`src/rtl/onewire_pkg.sv`:
```
// Shared definitions for the 1-wire timing engine: command encodings, FSM
// states and standard-speed slot timing (all durations in microseconds).
package onewire_pkg;

    localparam int US_COUNT_WIDTH = 10;
    typedef logic [US_COUNT_WIDTH-1:0] usCountType;

    // Host command encodings; 5..7 are reserved and complete without bus activity.
    typedef enum logic [2:0] {
        CMD_RESET      = 3'd0,
        CMD_WRITE_BIT  = 3'd1,
        CMD_READ_BIT   = 3'd2,
        CMD_WRITE_BYTE = 3'd3,
        CMD_READ_BYTE  = 3'd4
    } cmdType;

    typedef enum logic [1:0] {IDLE, LOW, RELEASE, DONE} stateType;

    localparam int RESET_LOW_US       = 480;
    localparam int RESET_RELEASE_US   = 480;
    localparam int RESET_SAMPLE_US    = 70;
    localparam int WRITE1_LOW_US      = 6;
    localparam int WRITE1_RELEASE_US  = 64;
    localparam int WRITE0_LOW_US      = 60;
    localparam int WRITE0_RELEASE_US  = 10;
    localparam int READ_LOW_US        = 6;
    localparam int READ_RELEASE_US    = 64;
    localparam int READ_SAMPLE_US     = 9;

    // Durations are stored as the index of their last microsecond so the
    // FSM compares directly against the timer's zero-based count.
    typedef struct packed {
        usCountType lowLast;
        usCountType releaseLast;
        usCountType sampleLast;
        logic       sampleEnable;
    } slotType;

    function automatic usCountType lastUs(input int us);
        return usCountType'(us - 1);
    endfunction

    function automatic logic isReadCmd(input logic [2:0] c);
        return (c == CMD_READ_BIT) || (c == CMD_READ_BYTE);
    endfunction

    function automatic logic isByteCmd(input logic [2:0] c);
        return (c == CMD_WRITE_BYTE) || (c == CMD_READ_BYTE);
    endfunction

    function automatic logic isReservedCmd(input logic [2:0] c);
        return c > CMD_READ_BYTE;
    endfunction

    function automatic slotType slotFor(input logic [2:0] c, input logic bitValue);
        slotType slot;
        slot.sampleEnable = 1'b0;
        slot.sampleLast   = '0;
        case (c)
            CMD_RESET: begin
                slot.lowLast      = lastUs(RESET_LOW_US);
                slot.releaseLast  = lastUs(RESET_RELEASE_US);
                slot.sampleLast   = lastUs(RESET_SAMPLE_US);
                slot.sampleEnable = 1'b1;
            end
            CMD_READ_BIT, CMD_READ_BYTE: begin
                slot.lowLast      = lastUs(READ_LOW_US);
                slot.releaseLast  = lastUs(READ_RELEASE_US);
                slot.sampleLast   = lastUs(READ_SAMPLE_US);
                slot.sampleEnable = 1'b1;
            end
            default: begin
                slot.lowLast     = bitValue ? lastUs(WRITE1_LOW_US)     : lastUs(WRITE0_LOW_US);
                slot.releaseLast = bitValue ? lastUs(WRITE1_RELEASE_US) : lastUs(WRITE0_RELEASE_US);
            end
        endcase
        return slot;
    endfunction

endpackage

```
`src/rtl/onewire_us_timer.sv`:
```
// Microsecond time base: a prescaler dividing clock29M by TICKS_PER_US and a
// microsecond counter, both synchronously cleared.
//   clock29M, reset : clock and synchronous active-high reset
//   clear           : zero prescaler and counter on the next edge
//   usTick          : high on the last clock cycle of each microsecond
//   usCount         : whole microseconds elapsed since the last clear
module onewire_us_timer
    import onewire_pkg::*;
#(
    parameter int TICKS_PER_US = 29
) (
    input  logic       clock29M,
    input  logic       reset,
    input  logic       clear,
    output logic       usTick,
    output usCountType usCount
);

    localparam int PRESCALE_WIDTH = (TICKS_PER_US > 1) ? $clog2(TICKS_PER_US) : 1;
    localparam logic [PRESCALE_WIDTH-1:0] PRESCALE_LAST = PRESCALE_WIDTH'(TICKS_PER_US - 1);

    logic [PRESCALE_WIDTH-1:0] prescale;

    assign usTick = (prescale == PRESCALE_LAST);

    // NOTE: sequential state uses non-blocking assignments so every flop
    // samples pre-edge values regardless of statement order.
    always_ff @(posedge clock29M) begin
        if (reset || clear) begin
            prescale <= '0;
            usCount  <= '0;
        end else if (usTick) begin
            prescale <= '0;
            usCount  <= usCount + 1'b1;
        end else begin
            prescale <= prescale + 1'b1;
        end
    end

endmodule

```
`src/rtl/onewire_master.sv`:
```
// 1-wire standard-speed timing engine between the host register logic and
// the open-drain DS2401/DS2433 pad buffers.
//   cmdValid/cmdReady/cmd/cmdData/busSelect : host command handshake
//   done      : one-cycle completion pulse
//   presence  : device answered the last RESET
//   readData  : last read result (READ_BIT in bit 7, READ_BYTE LSB-first)
//   ds2401Sense/ds2433Sense : registered bus levels from the IOBs
//   ds2401Drive/ds2433Drive : 1 pulls the corresponding bus low
module onewire_master
    import onewire_pkg::*;
#(
    parameter int TICKS_PER_US = 29
) (
    input  logic       clock29M,
    input  logic       reset,
    input  logic       cmdValid,
    output logic       cmdReady,
    input  logic [2:0] cmd,
    input  logic [7:0] cmdData,
    input  logic       busSelect,
    output logic       done,
    output logic       presence,
    output logic [7:0] readData,
    input  logic       ds2401Sense,
    input  logic       ds2433Sense,
    output logic       ds2401Drive,
    output logic       ds2433Drive
);

    stateType   state, stateNext;
    logic [2:0] cmdReg;
    logic       busSel;
    logic [2:0] bitCnt;
    logic [7:0] shiftReg;
    logic       presSample;
    logic       usTick;
    usCountType usCount;
    slotType    slot;

    logic accept, timerClear, sense, lowEnd, releaseEnd, sampleNow, busNext;

    assign cmdReady   = (state == IDLE);
    assign done       = (state == DONE);
    assign accept     = cmdValid && cmdReady;
    assign sense      = busSel ? ds2433Sense : ds2401Sense;
    assign slot       = slotFor(cmdReg, shiftReg[0]);
    assign lowEnd     = usTick && (usCount == slot.lowLast);
    assign releaseEnd = usTick && (usCount == slot.releaseLast);
    assign sampleNow  = (state == RELEASE) && slot.sampleEnable && usTick &&
                        (usCount == slot.sampleLast);
    assign busNext    = accept ? busSelect : busSel;
    // Every state entry (including RELEASE -> LOW between byte slots)
    // restarts the microsecond time base.
    assign timerClear = (stateNext != state);

    onewire_us_timer #(.TICKS_PER_US(TICKS_PER_US)) usTimer (
        .clock29M (clock29M),
        .reset    (reset),
        .clear    (timerClear),
        .usTick   (usTick),
        .usCount  (usCount)
    );

    // NOTE: defaulting stateNext first keeps this block free of latches.
    always_comb begin
        stateNext = state;
        case (state)
            IDLE:    if (accept) stateNext = isReservedCmd(cmd) ? DONE : LOW;
            LOW:     if (lowEnd) stateNext = RELEASE;
            RELEASE: if (releaseEnd) stateNext = (bitCnt == 3'd0) ? DONE : LOW;
            DONE:    stateNext = IDLE;
            default: stateNext = IDLE;
        endcase
    end

    always_ff @(posedge clock29M) begin
        if (reset) begin
            state       <= IDLE;
            cmdReg      <= '0;
            busSel      <= 1'b0;
            bitCnt      <= '0;
            shiftReg    <= '0;
            presSample  <= 1'b0;
            presence    <= 1'b0;
            readData    <= '0;
            ds2401Drive <= 1'b0;
            ds2433Drive <= 1'b0;
        end else begin
            state <= stateNext;
            // Drives are registered from the next state so the pads see a
            // clean flop output aligned with the LOW state.
            ds2401Drive <= (stateNext == LOW) && !busNext;
            ds2433Drive <= (stateNext == LOW) && busNext;

            if (accept) begin
                cmdReg     <= cmd;
                busSel     <= busSelect;
                bitCnt     <= isByteCmd(cmd) ? 3'd7 : 3'd0;
                // Reads start from zero so READ_BIT leaves only bit 7 set.
                shiftReg   <= isReadCmd(cmd) ? 8'h00 : cmdData;
                presSample <= 1'b0;
            end

            if (sampleNow) begin
                if (cmdReg == CMD_RESET) presSample <= ~sense;
                else                     shiftReg   <= {sense, shiftReg[7:1]};
            end

            if ((state == RELEASE) && releaseEnd) begin
                if (!isReadCmd(cmdReg)) shiftReg <= shiftReg >> 1;
                if (bitCnt != 3'd0)     bitCnt   <= bitCnt - 3'd1;
            end

            if (state == DONE) begin
                if (cmdReg == CMD_RESET) presence <= presSample;
                if (isReadCmd(cmdReg))   readData <= shiftReg;
            end
        end
    end

endmodule

```
`config.mk`:
```
export PLATFORM = sky130hd
export DESIGN_NAME = onewire_master
export DESIGN_NICKNAME = d
export VERILOG_FILES = /design/src/rtl/onewire_pkg.sv /design/src/rtl/onewire_us_timer.sv /design/src/rtl/onewire_master.sv
export SDC_FILE = /design/constraint.sdc
export NUM_CORES = 1
export LEC_CHECK = 0
export BUFFER_PORTS_ARGS = -buffer_cell sky130_fd_sc_hd__buf_2
export CAP_MARGIN = 20
export CORE_ASPECT_RATIO = 2
export CORE_UTILIZATION = 50
export CTS_CLUSTER_DIAMETER = 30
export DETAILED_ROUTE_END_ITERATION = 16
export HOLD_SLACK_MARGIN = 0.02
export MAX_ROUTING_LAYER = met4
export PLACE_DENSITY = 0.68
export SYNTH_ARGS = -nofsm -noshare
export SYNTH_HDL_FRONTEND = slang
export SYNTH_SLANG_ARGS = --single-unit
```
`constraint.sdc`:
```
create_clock -name clock29M -period 5.2 [get_ports clock29M]
set_clock_uncertainty 0.1 [all_clocks]
set_input_delay 1.3 -clock clock29M [delete_from_list [all_inputs] [get_ports clock29M]]
set_output_delay 1.3 -clock clock29M [all_outputs]
set_load 0.01 [all_outputs]
```
==> impl_metrics.csv, run 1 <==
group,metric,value,unit
status,status,"complete, no violations",
critical_path,worstPathArrival,2870,ps
critical_path,r2r-start,"cmdReg[1]$_SDFFE_PP0P_",
power,leakage,0.973,nW
yosys,synth_edf_count,0,
floorplanning,core_area,4420,sq um
grt,grt_remaining_overflow,0,
worst_hold_path,hp-class,"reg2reg",
cts,postCtsSetupBuffers,0,
cells_and_area,layout.cells.non_filler,347,
detailed_routing,drtPass1Iterations,4,
yosys,synthSimpleGateAreaFrac,25.7,%
detailed_routing,drt_wl_total,5270,um
timing,rsz0062_at_grt,"no",
critical_path,startpoint_type,"flop",
timing,fmax,0.361,GHz
cts,cts-resized-gates,0,
yosys,yosysTopAreaCell,"dfxtp_1",
timing,setup_viol,0,
yosys,synthCells,271,
critical_path,path_cells,"or4_1 -> a221o_1 -> a2111oi_4 -> o21a_1 -> a311o_2 -> nor2_1",
critical_path,reg2reg_to,"usTimer.usCount[6]$_SDFFE_PP0P_",
critical_path,required,5290,ps
yosys,synth_compound_gate_area_share,17.6,%
timing,finalHoldViolCount,0,
cells_and_area,area_delta_synth_final,9.81,%
placement,place_hpwl,4070,um
placement,place_inst,339,
critical_path,r2r_slack,2430,ps
timing,drv_slew,0,
yosys,synth_seq_area_share,37.7,%
floorplanning,pin_count,30,
cts,cts_tree,"done",
detailed_routing,drtIter0Drc,37,
timing,fin_crit,2770,ps
floorplanning,start_util,52.8,%
detailed_routing,dr_total_vias,2031,
yosys,synthTopCellsByArea,"dfxtp_1 38%, nor2_1 6.6%, mux2i_1 5.1%",
yosys,synth_mux_area_share,6.11,%
grt,grt_pass1_wl,8870,um
critical_path,worstSetupStartpoint,"cmdReg[1]$_SDFFE_PP0P_",
yosys,synth.top_cell.area_share,37.7,%
critical_path,reg2reg_depth,6,
timing,fin_crit_sh,53.3,%
detailed_routing,via_per_inst,5.85,
critical_path,cp_slowest_cell,"a2111oi_4",
power,p_total,0.708,mW
placement,place_area,2450,sq um
cts,clock_path_buffers,2,
timing,max-slew-margin-rel,37.0,%
timing,worst_slack,2430,ps
floorplanning,dieWidth,50.3,um
cts,htree_levels,2,
grt,grt_pass1_vias,1978,
yosys,syn_area,2330,sq um
critical_path,endpoint,"usTimer.usCount[6]$_SDFFE_PP0P_",
yosys,synth_xor_area_share,4.50,%
detailed_routing,drc,0,
cts,postCtsHoldBufs,0,
run,drv_cap,0,
cts,path_clk_slew,90,ps
cells_and_area,nets,314,
power,powerDensity,276,nW/um^2
detailed_routing,wl_per_cell,15.2,um
grt,antenna_found_initial,0,
floorplanning,placementRows,34,
power,ir_worst_vdd,239,uV
yosys,yosysUniqueCellTypes,54,
cts,clk_latency,300,ps
cells_and_area,n_antenna_cell,0,
yosys,synth_flop_cell,"dfxtp_1",
placement,place_congestion,0.919,
timing,worst_slew_pin_slew,941,ps
cells_and_area,final_cell_mix,"44 x dfxtp_1, 41 x nor2_1, 29 x buf_2",
detailed_routing,drtAntennaViolNets,0,
critical_path,crit_type,"reg2reg",
cells_and_area,final_layout_size_suffix_gt1_share,16.0,%
yosys,syn_nets,293,
critical_path,endpoint_kind,"flop",
placement,dp_worst_setup_slack,2240,ps
grt,grt_max_degree,29,
yosys,synthAdderAreaFrac,2.68,%
critical_path,slowest_delay,560,ps
grt,track_usage,24.2,%
cts,cts_made_buffers,5,
cts,cts_sinks,44,
critical_path,critPathMaxFanout,15,
floorplanning,die_area,4960,sq um
yosys,yosys_warnings,0,
cells_and_area,mostFrequentLayoutCell,"dfxtp_1",
yosys,syn_avg_cell_area,8.62,sq um
cts,clockRootBuffer,"clkbuf_8",
yosys,synth_top_family_by_area,"simple AND/OR/NAND/NOR gates",
yosys,synth-seq-cells,44,
yosys,async_flop_share,0,%
placement,port_buffers,29,
floorplanning,fp.dieH,98.6,um
timing,setup_tns,0,ps
cells_and_area,final_area,2560,sq um
[worst min-delay path by stage]
stage / to / slack [ps] / start / cells past startpoint
2_1_floorplan: bitCnt[0]$_SDFF_PP0_ / 340 / bitCnt[0]$_SDFF_PP0_ / 1
3_3_place_gp: bitCnt[0]$_SDFF_PP0_ / 360 / bitCnt[0]$_SDFF_PP0_ / 1
3_5_place_dp: bitCnt[0]$_SDFF_PP0_ / 370 / bitCnt[0]$_SDFF_PP0_ / 1
4_1_cts: bitCnt[0]$_SDFF_PP0_ / 380 / bitCnt[0]$_SDFF_PP0_ / 1
5_1_grt: bitCnt[0]$_SDFF_PP0_ / 400 / bitCnt[0]$_SDFF_PP0_ / 1
6_report: bitCnt[0]$_SDFF_PP0_ / 380 / bitCnt[0]$_SDFF_PP0_ / 1
[cells in the mapped netlist, drive strengths merged (3+ instances only)]
cell / count
buf: 7
a21o: 3
nor3: 7
nor4b: 5
nand3: 14
nand2: 20
a22oi: 9
a211oi: 10
mux2i: 12
nand3b: 3
nor4: 5
and3: 3
nor2: 41
and2: 3
xnor2: 9
a21oi: 11
dfxtp: 44
o21ai: 6
clkbuf: 8
xor2: 3
inv: 10
ha: 5
[power breakdown]
part / leakage (nW) / switching (mW) / total [mW] / internal, mW
Sequential: 0.357 / 0.0140 / 0.362 / 0.348
Clock: 0.0541 / 0.122 / 0.264 / 0.142
Combinational: 0.561 / 0.0483 / 0.0820 / 0.0337
[through the flow]
stage	utilization, %	hold slack (ps)
finish	57.9	379
global placement	55.4	358
CTS	57.9	385
global route	57.9	402
floorplan	-	340
detailed placement	55.4	367
[critical path, delay by kind of cell, from the launching register on]
kind               cells  cell delay [ps]
AOI/OAI and AO/OA      4             1510
DFF                    1              450
and+or+nand+nor        2              600
[flip-flops by register name, indices dropped and copies added, names as in the netlist]
| name | flops |
|---|---|
| usTimer.usCount | 10 |
| readData | 8 |
| shiftReg | 8 |
| usTimer.prescale | 5 |
| bitCnt | 3 |
| cmdReg | 3 |
| state | 2 |
| busSel | 1 |
| ds2401Drive | 1 |
| ds2433Drive | 1 |
| presSample | 1 |
| presence | 1 |
[routing by layer]
metal / wire length [um] / global-route usage [%] / part of all wire, % / vias up
li1: - / - / - / 1020
met4: 227 / 14.5 / 4.3 / 0
met1: 1880 / 22.0 / 36 / 942
met3: 165 / 3.55 / 3.1 / 20
met2: 2990 / 44.8 / 57 / 49
met5: 0 / - / 0 / -
[cells by family after synthesis]
kind of cell,Yosys count
xor+xnor,12
compound gates,53
mux,14
buf+inv,25
fa+ha+maj,5
flops,44
simple gates,118
[final cells by class]
| type | count | area, sq um |
|---|---|---|
| Clock buffer | 5 | 68.8 |
| Clock inverter | 3 | 42.5 |
| Fill cell | 433 | 1860 |
| Inverter | 10 | 37.5 |
| Multi-Input combinational cell | 202 | 1320 |
| Sequential cell | 44 | 881 |
| Tap cell | 54 | 67.6 |
| Timing Repair Buffer | 29 | 145 |
Power figures use the tool's default switching activity.
==> run 2: changes to the inputs <==
--- a/config.mk
+++ b/config.mk
@@ -13,7 +13,7 @@
 export DETAILED_ROUTE_END_ITERATION = 16
 export HOLD_SLACK_MARGIN = 0.02
 export MAX_ROUTING_LAYER = met4
-export PLACE_DENSITY = 0.68
+export PLACE_DENSITY = 0.71
 export SYNTH_ARGS = -nofsm -noshare
 export SYNTH_HDL_FRONTEND = slang
 export SYNTH_SLANG_ARGS = --single-unit
==> constraint.sdc (replaced) <==
create_clock -name clock29M -period 2.4 [get_ports clock29M]
set_clock_uncertainty 0.1 [all_clocks]
set_input_delay 0.6 -clock clock29M [delete_from_list [all_inputs] [get_ports clock29M]]
set_output_delay 0.6 -clock clock29M [all_outputs]
set_load 0.01 [all_outputs]
==> run 2 against run 1 <==
Effect of this change: the flow now finishes with violations (negative setup slack); flip-flop and latch count is the same; power grew 140%; wire length grew 8.8%; die area is the same; global-route usage shrank 0.18 points; combinational power grew to 2.9 times the previous value; non-clock buffer count grew 27; largest power group unchanged.
==> impl_metrics.csv, run 2 (synthesis results as in run 1) <==
group,metric,value,unit
cells_and_area,n_antenna_cell,0,
critical_path,worstPathArrival,2570,ps
status,status,"finished, violations left",
timing,fmax,0.410,GHz
timing,fin_crit_sh,102,%
grt,grt_max_degree,22,
detailed_routing,wl_per_cell,15.3,um
status,violations,"negative setup slack",
detailed_routing,drc,0,
floorplanning,fp.dieH,98.6,um
cells_and_area,final_area,2910,sq um
floorplanning,dieWidth,50.3,um
critical_path,slowest_delay,530,ps
floorplanning,start_util,52.8,%
cells_and_area,final_layout_size_suffix_gt1_share,29.3,%
cts,postCtsHoldBufs,0,
cts,path_clk_slew,80,ps
cts,cts_tree,"done",
floorplanning,core_area,4420,sq um
critical_path,cp_slowest_cell,"or4_4",
placement,place_congestion,0.996,
timing,worst_slack,-37.8,ps
critical_path,required,2530,ps
cells_and_area,final_cell_mix,"43 x dfxtp_1, 32 x nor2_1, 29 x buf_2",
detailed_routing,via_per_inst,5.80,
power,leakage,1.14,nW
timing,max-slew-margin-rel,55.7,%
critical_path,critPathMaxFanout,5,
cells_and_area,regMostFlops,"usTimer.usCount",
timing,worst_slew_pin_slew,657,ps
floorplanning,die_area,4960,sq um
critical_path,r2r_slack,-40,ps
critical_path,r2r-start,"cmdReg[0]$_SDFFE_PP0P_",
cts,cts_made_buffers,5,
cells_and_area,nets,343,
cts,clockRootBuffer,"clkbuf_8",
critical_path,worstSetupStartpoint,"cmdReg[0]$_SDFFE_PP0P_",
timing,rsz0062_at_grt,"yes",
critical_path,startpoint_type,"flop",
power,p_total,1.67,mW
critical_path,reg2reg_to,"bitCnt[1]$_SDFF_PP0_",
placement,place_area,2640,sq um
placement,dp_worst_setup_slack,33.1,ps
detailed_routing,dr_total_vias,2174,
power,ir_worst_vdd,574,uV
cells_and_area,finish.utilization,65.7,%
cts,clk_latency,290,ps
floorplanning,pin_count,30,
detailed_routing,drtIter0Drc,60,
detailed_routing,drt_wl_total,5730,um
grt,grt_remaining_overflow,0,
placement,port_buffers,29,
placement,place_hpwl,4170,um
floorplanning,placementRows,34,
grt,grt_pass1_vias,2074,
cts,cts_sinks,44,
cells_and_area,reg_top3,"usTimer.usCount x10, readData x8, shiftReg x8",
timing,drv_slew,0,
timing,setup_tns,-86.8,ps
worst_hold_path,hp-class,"reg2reg",
timing,finalHoldViolCount,0,
timing,setup_viol,5,
timing,fin_crit,2440,ps
grt,antenna_found_initial,0,
critical_path,endpoint,"bitCnt[1]$_SDFF_PP0_",
critical_path,path_cells,"or4_4 -> a221o_1 -> a2111oi_4 -> buf_6 -> nand3_4 -> mux2_4 -> nor2_1",
run,drv_cap,0,
cts,clock_path_buffers,2,
critical_path,reg2reg_depth,7,
detailed_routing,drtAntennaViolNets,0,
grt,grt_pass1_wl,8880,um
cts,htree_levels,2,
grt,track_usage,24.0,%
cells_and_area,largest_reg_flops,10,
detailed_routing,drtPass1Iterations,4,
critical_path,crit_type,"reg2reg",
power,powerDensity,575,nW/um^2
cells_and_area,area_delta_synth_final,24.4,%
critical_path,endpoint_kind,"flop",
cells_and_area,mostFrequentLayoutCell,"dfxtp_1",
run 2: worst max-delay path: cells and delay by family, from the launching register on:
family,cells,cell delay (ps)
compound gates,2,730
simple gates,3,690
mux,1,310
buf+inv,1,200
flops,1,350
run 2: per-layer routing:
metal	GRT usage, %	up-vias	share of wire [%]
met4	11.5	0	2.7
met2	45.2	48	58
met3	3.55	14	3.1
met1	22.4	1032	36
met5	-	-	0
li1	-	1080	-
run 2: report_power, final:
part / switching, mW / internal [mW] / total, mW
sequential: 0.0216 / 0.754 / 0.775
clock: 0.249 / 0.410 / 0.659
combinational: 0.130 / 0.106 / 0.235
total: 0.400 / 1.27 / 1.67
run 2: area by class of cell:
type                            instances  area [sq um]
Tap cell                               54          67.6
Timing Repair Buffer                   56           355
Sequential cell                        44           885
Fill cell                             404          1520
Multi-Input combinational cell        204          1430
Inverter                               10          37.5
Clock inverter                          2          60.1
Clock buffer                            5          68.8
run 2: stage by stage:
| stage | hold WS (ps) | instances |
|---|---|---|
| final | 391 | 375 |
| after global routing | 426 | 375 |
| after CTS | 379 | 371 |
| after detailed placement | 367 | 364 |
| after global placement | 360 | 364 |
| after floorplan | 340 | 271 |
run 2: worst min-delay path by stage:
stage | start | to | slack [ps] | depth (start not counted)
3_3_place_gp | bitCnt[0]$_SDFF_PP0_ | bitCnt[0]$_SDFF_PP0_ | 360 | 1
5_1_grt | presSample$_SDFF_PP0_ | presence$_SDFFE_PP0P_ | 430 | 2
2_1_floorplan | bitCnt[0]$_SDFF_PP0_ | bitCnt[0]$_SDFF_PP0_ | 340 | 1
6_report | cmdReg[0]$_SDFFE_PP0P_ | cmdReg[0]$_SDFFE_PP0P_ | 390 | 2
3_5_place_dp | bitCnt[0]$_SDFF_PP0_ | bitCnt[0]$_SDFF_PP0_ | 370 | 1
4_1_cts | bitCnt[0]$_SDFF_PP0_ | bitCnt[0]$_SDFF_PP0_ | 380 | 1
run 2: what timing repair did:
action,4_1_cts,5_1_grt
buffers inserted,0,2
endpoints found under the setup margin,0,23
gates resized for setup,0,25
==> run 3: changes to the inputs <==
--- a/config.mk
+++ b/config.mk
@@ -16,4 +16,5 @@
 export PLACE_DENSITY = 0.71
 export SYNTH_ARGS = -nofsm -noshare
 export SYNTH_HDL_FRONTEND = slang
+export SYNTH_HIERARCHICAL = 1
 export SYNTH_SLANG_ARGS = --single-unit
==> run 3 against run 2 <==
Effect of this change: setup slack improved by 97 ps; the flow now finishes without violations; critical path type unchanged; largest power group unchanged; non-clock buffer count decreased by 5; via count decreased by 4.8%; largest cell class unchanged; flip-flop and latch count unchanged; first-iteration DRC count decreased by 28%.
==> impl_metrics.csv, run 3 <==
group,metric,value,unit
status,status,"complete, no violations",
timing,fin_crit_sh,97.5,%
run,drv_cap,0,
power,p_total,1.44,mW
cells_and_area,n_antenna_cell,0,
worst_hold_path,hp-class,"reg2reg",
grt,antenna_found_initial,0,
timing,worst_hold_slack,347,ps
floorplanning,start_util,52.1,%
yosys,yosys_warnings,6,
cells_and_area,final_cell_mix,"42 x dfxtp_1, 29 x buf_2, 26 x nor2_1",
cells_and_area,mostFrequentLayoutCell,"dfxtp_1",
cells_and_area,largest_reg_flops,10,
yosys,synth_seq_area_share,38.6,%
placement,place_hpwl,4160,um
critical_path,critPathMaxFanout,8,
placement,place_congestion,0.864,
power,leakage,1.04,nW
detailed_routing,drtPass1Iterations,4,
cts,clock_path_buffers,2,
yosys,synth.top_cell.area_share,38.6,%
power,sequentialPowerShare,53.6,%
yosys,synth-seq-cells,44,
timing,finalHoldViolCount,0,
yosys,syn_avg_cell_area,8.74,sq um
cts,htree_levels,2,
detailed_routing,drt_wl_total,5800,um
floorplanning,pin_count,30,
floorplanning,core_area,4380,sq um
timing,fin_crit,2340,ps
cts,path_clk_slew,80,ps
floorplanning,dieWidth,49.8,um
detailed_routing,via_per_inst,5.75,
yosys,yosysUniqueCellTypes,58,
power,clockPowerShare,31.5,%
timing,worst_slew_pin_slew,594,ps
placement,place_area,2560,sq um
cells_and_area,final_area,2800,sq um
yosys,synth_edf_count,0,
yosys,syn_nets,283,
yosys,async_flop_share,0,%
critical_path,endpoint_kind,"flop",
cells_and_area,reg_top3,"usTimer/usCount x10, readData x8, shiftReg x8",
power,ir_worst_vdd,472,uV
detailed_routing,drtIter0Drc,43,
timing,setup_viol,0,
cells_and_area,finish.utilization,63.9,%
timing,worst_slack,59.4,ps
timing,rsz0062_at_grt,"yes",
detailed_routing,dr_total_vias,2069,
floorplanning,die_area,4850,sq um
yosys,yosysTopAreaCell,"dfxtp_1",
grt,grt_pass1_vias,1972,
placement,port_buffers,29,
timing,drv_slew,0,
cts,clk_latency,300,ps
grt,grt_max_degree,34,
power,switching_power,0.397,mW
cts,cts_sinks,44,
floorplanning,fp.dieH,97.5,um
power,power_switching_share,27.5,%
cells_and_area,nets,328,
detailed_routing,wl_per_cell,16.1,um
cells_and_area,nFillCells,383,
cells_and_area,regMostFlops,"usTimer/usCount",
yosys,syn_area,2280,sq um
grt,grt_remaining_overflow,0,
yosys,synthCells,261,
cts,clockRootBuffer,"clkbuf_8",
critical_path,startpoint_type,"flop",
critical_path,worstPathArrival,2460,ps
detailed_routing,drc,0,
yosys,synthTopCellsByCount,"44 x dfxtp_1, 27 x nor2_1, 25 x nand2_1",
yosys,synthTopCellsByArea,"dfxtp_1 39%, mux2i_1 6.1%, nor2_1 4.4%",
yosys,synth_most_common_cell,"dfxtp_1",
detailed_routing,drtAntennaViolNets,0,
cts,cts_made_buffers,5,
cells_and_area,final_layout_size_suffix_gt1_share,28.4,%
grt,grt_pass1_wl,9130,um
critical_path,required,2520,ps
floorplanning,placementRows,34,
yosys,synth_flop_cell,"dfxtp_1",
timing,max-slew-margin-rel,60.4,%
critical_path,crit_type,"reg2reg",
cts,cts_tree,"done",
grt,track_usage,25.3,%
power,combPwrFrac,14.9,%
power,intPower,1.05,mW
placement,dp_worst_setup_slack,37.0,ps
cells_and_area,area_delta_synth_final,22.7,%
timing,fmax,0.427,GHz
power,powerDensity,516,nW/um^2
## run 3: final timing paths
| path | endpoint | slack (ps) | start | depth (start not counted) |
|---|---|---|---|---|
| min reg2reg | usTimer/prescale[0]$_SDFF_PP0_ | 350 | usTimer/prescale[0]$_SDFF_PP0_ | 1 |
| max | usTimer/usCount[4]$_SDFFE_PP0P_ | 60 | cmdReg[1]$_SDFFE_PP0P_ | 9 |
| min | usTimer/prescale[0]$_SDFF_PP0_ | 350 | usTimer/prescale[0]$_SDFF_PP0_ | 1 |
| max reg2reg | usTimer/usCount[4]$_SDFFE_PP0P_ | 60 | cmdReg[1]$_SDFFE_PP0P_ | 9 |
## run 3: power by group through the flow
stage	Clock (mW)	Combinational, mW	Sequential [mW]
after floorplan	0	0.147	0.785
after global routing	0.490	0.235	0.777
after CTS	0.464	0.195	0.772
after global placement	0	0.191	0.789
final	0.455	0.215	0.774
after detailed placement	0	0.195	0.790
## run 3: routing by layer
metal,GRT usage (%),vias up,share of wire [%]
met5,-,-,0
met2,46.2,41,57
met1,23.9,969,36
met4,14.7,0,4.5
li1,-,1041,-
met3,3.60,18,2.2
## run 3: area by class of cell
| class | instances | area, sq um | area share [%] |
|---|---|---|---|
| multi-input combinational | 194 | 1410 | 50.4 |
| sequential | 44 | 883 | 31.6 |
| timing repair buffer | 51 | 314 | 11.2 |
| clock buffer | 5 | 68.8 | 2.46 |
| tap | 54 | 67.6 | 2.41 |
| inverter | 10 | 42.5 | 1.52 |
| clock inverter | 2 | 12.5 | 0.447 |
## run 3: kinds of logic after synthesis
group                      Yosys count  share of synthesized area (%)
buffers and inverters               23                           5.05
DFF                                 44                           38.6
AOI/OAI and AO/OA                   52                           17.0
adders and majority gates            5                           2.74
muxes                               16                           7.13
and+or+nand+nor                    115                           26.4
xor gates and xnor gates             6                           3.13
## run 3: per-stage QoR
stage                     cells  TNS, ps
after CTS                   354        0
after global placement      347        0
after global routing        360     -211
after floorplan             261        0
after detailed placement    347        0
final                       360        0
## run 3: critical path, cell delays in order (launching register included)
cell      delay, ps
dfxtp_1         320
buf_4           170
a21o_2          240
a31oi_1         170
o32ai_1         140
nand2_1         120
nand2b_1         60
a221o_1         400
or3_1           380
mux2i_1         160
## run 3: timing repair
item	4_1_cts	5_1_grt
hold buffers	0	0
resized for setup	0	23
buffers inserted	0	5
endpoints found under the setup margin	0	31
